[src/rtl/sha_round_ctrl_if.sv]
// Handshake and control bundle between the SHA round controller and its datapath/message source.
// The slave side is the controller; the master side drives start/sizing/message-valid.
interface sha_round_ctrl_if;
    logic       start;
    logic       hash_size;
    logic       first_block;
    logic       msg_valid;
    logic       msg_ready;
    logic       busy;
    logic [6:0] cnt;
    logic       hash_size_q;
    logic       load_en;
    logic       load_iv;
    logic       round_en;
    logic       wsched_en;
    logic       final_en;
    logic       done;

    // msg_valid/msg_ready: a message-word pair is consumed in any cycle where both are high;
    // msg_ready is only raised in ROUND while cnt < 16, so msg_valid elsewhere is ignored.
    modport slave (
        input  start, hash_size, first_block, msg_valid,
        output msg_ready, busy, cnt, hash_size_q, load_en, load_iv,
               round_en, wsched_en, final_en, done
    );

    modport master (
        output start, hash_size, first_block, msg_valid,
        input  msg_ready, busy, cnt, hash_size_q, load_en, load_iv,
               round_en, wsched_en, final_en, done
    );
endinterface

[src/rtl/sha_round_ctrl.sv]
// Round sequencer for a two-rounds-per-cycle SHA-256 / SHA-512 compression datapath.
// Walks IDLE -> LOAD -> ROUND (cnt 0..last step 2) -> FINAL -> DONE; state exposed on state_o.
module sha_round_ctrl (
    input  logic              clk,
    input  logic              resetn,
    sha_round_ctrl_if.slave   bus,
    output logic [2:0]        state_o
);

    typedef enum logic [2:0] {
        S_IDLE  = 3'd0,
        S_LOAD  = 3'd1,
        S_ROUND = 3'd2,
        S_FINAL = 3'd3,
        S_DONE  = 3'd4
    } state_t;

    state_t     state_q, state_d;
    logic [6:0] cnt_q, cnt_d;
    logic       hsize_q, hsize_d;
    logic       load_iv_q, load_iv_d;

    logic       round_en_w;
    logic       wsched_en_w;
    logic [6:0] last_w;

    assign last_w = hsize_q ? 7'd78 : 7'd62;

    always_ff @(posedge clk) begin
        if (!resetn) begin
            state_q   <= S_IDLE;
            cnt_q     <= 7'd0;
            hsize_q   <= 1'b0;
            load_iv_q <= 1'b0;
        end else begin
            state_q   <= state_d;
            cnt_q     <= cnt_d;
            hsize_q   <= hsize_d;
            load_iv_q <= load_iv_d;
        end
    end

    always_comb begin
        state_d   = state_q;
        cnt_d     = cnt_q;
        hsize_d   = hsize_q;
        load_iv_d = load_iv_q;
        case (state_q)
            S_IDLE: begin
                if (bus.start) begin
                    state_d   = S_LOAD;
                    hsize_d   = bus.hash_size;
                    load_iv_d = bus.first_block;
                end
            end
            S_LOAD: begin
                cnt_d   = 7'd0;
                state_d = S_ROUND;
            end
            S_ROUND: begin
                // cnt parks at last so the ROMs keep a stable index through FINAL/DONE
                if (round_en_w) begin
                    if (cnt_q == last_w) state_d = S_FINAL;
                    else                 cnt_d   = cnt_q + 7'd2;
                end
            end
            S_FINAL: state_d = S_DONE;
            S_DONE:  state_d = S_IDLE;
            default: state_d = S_IDLE;
        endcase
    end

    always_comb begin
        wsched_en_w   = 1'b0;
        round_en_w    = 1'b0;
        bus.msg_ready = 1'b0;
        bus.load_en   = 1'b0;
        bus.final_en  = 1'b0;
        bus.done      = 1'b0;
        case (state_q)
            S_LOAD:  bus.load_en = 1'b1;
            S_ROUND: begin
                wsched_en_w   = (cnt_q >= 7'd16);
                round_en_w    = wsched_en_w | bus.msg_valid;
                bus.msg_ready = round_en_w & ~wsched_en_w;
            end
            S_FINAL: bus.final_en = 1'b1;
            S_DONE:  bus.done     = 1'b1;
            default: ;
        endcase
    end

    assign bus.busy        = (state_q != S_IDLE);
    assign bus.cnt         = cnt_q;
    assign bus.hash_size_q = hsize_q;
    assign bus.load_iv     = load_iv_q;
    assign bus.round_en    = round_en_w;
    assign bus.wsched_en   = wsched_en_w;
    assign state_o         = state_q;

endmodule

[src/flat_wrapper.sv]
// flat-port wrapper written by rule: the top's interface ports become plain ports
module sha_round_ctrl_flat 
  (clk, resetn, state_o, bus_start, bus_hash_size, bus_first_block, bus_msg_valid, bus_msg_ready, bus_busy, bus_cnt, bus_hash_size_q, bus_load_en, bus_load_iv, bus_round_en, bus_wsched_en, bus_final_en, bus_done);
  sha_round_ctrl_if bus_i ();
  input  logic clk;
  input  logic resetn;
  output logic [2:0] state_o;
  input wire logic [$bits(bus_i.start)-1:0] bus_start;
  input wire logic [$bits(bus_i.hash_size)-1:0] bus_hash_size;
  input wire logic [$bits(bus_i.first_block)-1:0] bus_first_block;
  input wire logic [$bits(bus_i.msg_valid)-1:0] bus_msg_valid;
  output wire logic [$bits(bus_i.msg_ready)-1:0] bus_msg_ready;
  output wire logic [$bits(bus_i.busy)-1:0] bus_busy;
  output wire logic [$bits(bus_i.cnt)-1:0] bus_cnt;
  output wire logic [$bits(bus_i.hash_size_q)-1:0] bus_hash_size_q;
  output wire logic [$bits(bus_i.load_en)-1:0] bus_load_en;
  output wire logic [$bits(bus_i.load_iv)-1:0] bus_load_iv;
  output wire logic [$bits(bus_i.round_en)-1:0] bus_round_en;
  output wire logic [$bits(bus_i.wsched_en)-1:0] bus_wsched_en;
  output wire logic [$bits(bus_i.final_en)-1:0] bus_final_en;
  output wire logic [$bits(bus_i.done)-1:0] bus_done;
  assign bus_i.start = bus_start;
  assign bus_i.hash_size = bus_hash_size;
  assign bus_i.first_block = bus_first_block;
  assign bus_i.msg_valid = bus_msg_valid;
  assign bus_msg_ready = bus_i.msg_ready;
  assign bus_busy = bus_i.busy;
  assign bus_cnt = bus_i.cnt;
  assign bus_hash_size_q = bus_i.hash_size_q;
  assign bus_load_en = bus_i.load_en;
  assign bus_load_iv = bus_i.load_iv;
  assign bus_round_en = bus_i.round_en;
  assign bus_wsched_en = bus_i.wsched_en;
  assign bus_final_en = bus_i.final_en;
  assign bus_done = bus_i.done;
  sha_round_ctrl u_core (.clk(clk), .resetn(resetn), .bus(bus_i), .state_o(state_o));
endmodule
[config.mk]
export PLATFORM = sky130hd
export DESIGN_NAME = sha_round_ctrl_flat
export DESIGN_NICKNAME = d
export VERILOG_FILES = /design/src/rtl/sha_round_ctrl_if.sv /design/src/rtl/sha_round_ctrl.sv /design/src/flat_wrapper.sv
export SDC_FILE = /design/constraint.sdc
export NUM_CORES = 1
export LEC_CHECK = 0
export CORE_MARGIN = 8
export CORE_UTILIZATION = 44
export DETAILED_ROUTE_END_ITERATION = 12
export HOLD_SLACK_MARGIN = 0.02
export PLACE_DENSITY = 0.75
export SLEW_MARGIN = 20
export SYNTH_ARGS = -nofsm -noshare
export SYNTH_HDL_FRONTEND = slang
export SYNTH_SLANG_ARGS = --single-unit
[constraint.sdc]
create_clock -name clk -period 1.55 [get_ports clk]
set_input_delay 0.31 -clock clk [delete_from_list [all_inputs] [get_ports clk]]
set_output_delay 0.31 -clock clk [all_outputs]
set_load 0.03 [all_outputs]
==> Word level (Yosys, flattened, before mapping) <==
Cells that the tools add are included.
{ "word_totals": {"reg_bits": 12, "output_inout_bits": 19, "word_cells": 38} }
{ "classes": {"addsub": 1, "magnitude_cmp": 1, "n_eq_ne": 9, "muxes": 14, "n_bitwise": 3, "reduce_logical": 6} }
{ "op_table": {"columns": ["cell", "n"], "rows": [
  ["$mux W7", 3],
  ["$pmux W7 S2", 1],
  ["$pmux W3 S4", 1],
  ["$mux W3", 3],
  ["$add A7 B2 Y7 const B", 1],
  ["$eq A7 B7 Y1", 1],
  ["$ge A7 B5 Y1 const B", 1],
  ["$eq A3 B2 Y1 const B", 2],
  ["$mux W1", 6],
  ["$ne A2 B2 Y1 const B", 3],
  ["$reduce_and A3 Y1", 2],
  ["$eq A3 B1 Y1 const B", 1],
  ["$eq A3 B3 Y1 const B", 1],
  ["$logic_not A3 Y1", 1],
  ["$reduce_bool A3 Y1", 1],
  ["$ne A2 B1 Y1 const B", 1],
  ["$reduce_and A2 Y1", 1],
  ["$reduce_bool A2 Y1", 1],
  ["$and A1 B1 Y1", 1],
  ["$not A1 Y1", 1],
  ["$or A1 B1 Y1", 1]
]} }

==> Longest topological paths before layout <==
{ "depth": {"ltp_word": 5, "depth_mapped": 6, "mapped_depth_nobuf": 5} }

==> Worst setup path before layout <==
No wires, ideal clock.
{ "synth_timing": {"path_kind": "reg2reg", "from": "register u_core.state_q[0], in the netlist u_core.state_o[0]", "to": "register u_core.cnt_q[2], in the netlist u_core.bus.cnt[2]", "arrival_time_ns": 1.828, "required_time_ns": 1.435, "setup_slack_ns": -0.393, "stages_incl_launch_ff": 6, "n_path_buf": 1, "synth_period_minus_slack_ns": 1.943, "path_cell_list": "dfxtp_1 buf_6 xnor2_1 nor3_1 a311oi_1 o21a_1"} }
{ "synth_between": {"elab_chain_cells": 4, "word_cells_on_any_way": 8, "cone_classes": "eq/ne (4); mux (2); reduce/logical (2)"} }
{ "synth_lines": {"columns": ["element", "line_no", "rtl"], "rows": [
  ["start, declared", "sha_round_ctrl.sv:18", "state_t state_q, state_d;"],
  ["start signal, assigned", "sha_round_ctrl.sv:36", "state_q <= state_d;"],
  ["$eq A3 B2 Y1", "sha_round_ctrl.sv:48, sha_round_ctrl.sv:80", null],
  ["$mux W1", "sha_round_ctrl.sv:80", "case (state_q)"],
  ["$ne A2 B2 Y1 (no line)", null, null],
  ["$reduce_and A3 Y1 (no line)", null, null],
  ["end signal, assigned", "sha_round_ctrl.sv:37", "cnt_q <= cnt_d;"],
  ["end, declared", "sha_round_ctrl.sv:19", "logic [6:0] cnt_q, cnt_d;"]
]} }
Parallel ways exist; a longest one is shown, timed or not.
A chain may end at the register's enable or synchronous reset.

==> Worst setup path in the final report <==
{ "layout_timing": {"from": "register u_core.state_q[0], in the netlist u_core.state_o[0]", "to": "output port bus_wsched_en"} }
{ "layout_between": {"elab_chain_cells": 2} }
{ "layout_lines": {"columns": ["element", "line_no", "rtl"], "rows": [
  ["$eq A3 B2 Y1", "sha_round_ctrl.sv:80", null],
  ["$mux W1", "sha_round_ctrl.sv:80", null],
  ["end, declared", "flat_wrapper.sv:19", "output wire logic [$bits(bus_i.wsched_en)-1:0] bus_wsched_en;"]
]} }
Every way passes these cells.

==> results.json <==
{
  "cp_max_fo": 8,
  "synth-xor-area-share": 0.0113,
  "place_congestion": 0.836,
  "ys_seq_area_frac": 0.283,
  "worstPathRequired_ns": 1.24,
  "clockBufferDepth": 2,
  "cts_tree": "yes",
  "crit_path_end_kind": "output port",
  "ios": 25,
  "antenna_found_initial": 0,
  "synth_edf_count": 0,
  "yosysTopAreaCellShare": 0.283,
  "nFillCells": 136,
  "areaGrowthSynthToFinish_pct": 52.3,
  "clkLatencyLatePin_ns": 0.27,
  "multi_input_area_um2": 502,
  "row_count": 15,
  "fin_skew_ns": 0.00482,
  "drv_slew": 0,
  "synth.area.mux_share": 0.0129,
  "wirelength_mm": 2.35,
  "fin_area_mm2": 0.00118,
  "violations": "negative setup slack",
  "ff2ff_path_depth": 7,
  "core_area_mm2": 0.00169,
  "synth_top_family_by_area": "simple AND/OR/NAND/NOR gates",
  "maxCapViolations": 0,
  "wl_per_cell_um": 16.9,
  "globalRouteOverflowTotal": 0,
  "status": "complete, but fails checks",
  "powerDensity_mw_per_mm2": 666,
  "die_w_um": 58.0,
  "ctsHoldBuffers": 0,
  "drt_iter0_markers": 25,
  "drive_above_1_share": 0.492,
  "numClockSinks": 11,
  "synth_common_cells": "dfxtp_1, nor2_1, buf_6, nand2_1",
  "die-area_mm2": 0.00337,
  "synth_cell_types": 42,
  "synth_seq_cells": 11,
  "cts_inserted_buffers": 3,
  "dr.pass1.iters": 4,
  "grt_pass1_vias": 747,
  "die_y_um": 58.0,
  "syn-num-nets": 90,
  "tns_ns": -0.848,
  "drc": 0,
  "ir_drop_uv": 456,
  "syn_inst": 83,
  "clkSlewWorstSetupHoldPaths_ns": 0.07,
  "p_leak_nw": 0.520,
  "ys.warnings.count": 0,
  "start_kind": "register",
  "synthAdderAreaFrac": 0.0161,
  "hold_class": "register to register",
  "syn_area_um2": 777,
  "grt_pass1_wl_mm": 3.55,
  "synth_area_leader_cell": "dfxtp_1",
  "portBuffers": 23,
  "finalCritPeriodShare": 1.10,
  "grt_use_total": 0.133,
  "grt_max_degree": 11,
  "whs_path_depth": 2,
  "postRouteAntennaNets": 0,
  "final_nets": 130,
  "rsz0062_at_grt": "yes",
  "placedInstanceArea_mm2": 0.00105,
  "hold_viol": 0,
  "synth.area.top_cells": "dfxtp_1, buf_6, nor2_1",
  "worstPathArrival_ns": 1.40,
  "setup_viol": 9,
  "antennaDiodeCount": 0,
  "synth.avg_cell_area_um2": 9.36,
  "dominantRegCellSynth": "dfxtp_1",
  "critPathKind": "register to output port",
  "fin_crit_ns": 1.71,
  "vias_per_cell": 5.78,
  "vias": 803,
  "synthSimpleGateAreaFrac": 0.311,
  "synth.most_common_cell": "dfxtp_1",
  "htree_levels": 1,
  "initial_core_util": 0.460,
  "synth_compound_area_frac": 0.225,
  "root_buffer": "clkbuf_4",
  "area.sequential_um2": 230,
  "postSynth.asyncResetShare": 0,
  "layout_setup_ws_ns": -0.162,
  "clock.fmax_mhz": 584,
  "dpl.hpwl_mm": 1.58
}
-- layout by cell type (no fill, tap or decap), types with 3 or more instances in the layout --
cell and count:
clkbuf_4 3, dlygate4sd2_1 10, buf_6 12, dfxtp_1 3, nor2_1 5, a31oi_1 3, dfxtp_2 8, inv_1 3
clkdlybuf4s50_1 5, nand2_1 4, buf_4 16
-- routing by layer --
metal  part of all wire  up-vias  track usage
met5                  0        -            0
met4                  0        0       0.0315
met3              0.052        0       0.0397
met2               0.52       24        0.228
met1               0.43      395        0.157
li1                   -      384            -
-- metrics by stage --
step                      cells  worst slack [ns]  power, W  utilization  hold slack, ns
after global placement      128            -0.117  0.000552        0.621           0.481
after floorplan              83           -0.0253  0.000462            -           0.427
after global routing        139            -0.199  0.000819        0.701           0.542
final                       139            -0.162  0.000788        0.701           0.502
after detailed placement    128            -0.151  0.000556        0.621           0.487
after CTS                   137            -0.179  0.000773        0.676           0.499
-- worst max-delay path, cell delays in order, from the launching register on --
cell and delay, ns:
dfxtp_2 0.32, buf_6 0.13, or3b_4 0.45, nor2_4 0.10
buf_6 0.13
-- power by group --
group / switching, W / internal, W
clock network: 0.0000981 / 0.0000996
logic: 0.000155 / 0.000132
registers: 0.00000836 / 0.000295
total: 0.000262 / 0.000526
-- cells by family after synthesis --
kind of cell	after synthesis
AND/OR/NAND/NOR	37
XOR/XNOR	1
flip-flops	11
multiplexers	1
other	1
buffers and inverters	11
adder cells (fa/ha/maj)	1
AO/OA/AOI/OAI	20
-- flip-flops by register name (all words and copies together), names as in the netlist --
name	count
u_core.bus.load_iv	1
u_core.bus.hash_size_q	1
u_core.state_o	3
u_core.bus.cnt	6
-- layout make-up --
class / count / share of cell area
tap: 17 / 0.0180
sequential: 11 / 0.195
multi-input combinational: 61 / 0.424
inverter: 3 / 0.00951
timing repair buffer: 43 / 0.332
clock buffer: 4 / 0.0222
-- repair_timing --
| action | 4_1_cts | 5_1_grt |
|---|---|---|
| setup buffers | 5 | 2 |
| pin swaps | 3 | 6 |
| gates resized for setup | 24 | 12 |
| setup endpoints to repair | 21 | 12 |
-- worst paths after layout --
path	start	to	slack, ns
setup reg to reg	u_core.state_o[0]	u_core.bus.cnt[3]	-0.07
hold reg to reg	u_core.bus.load_iv	u_core.bus.load_iv	0.50
hold / removal	u_core.bus.load_iv	u_core.bus.load_iv	0.50
setup / recovery	u_core.state_o[0]	bus_wsched_en	-0.16
(Power assumes the default switching activity.)
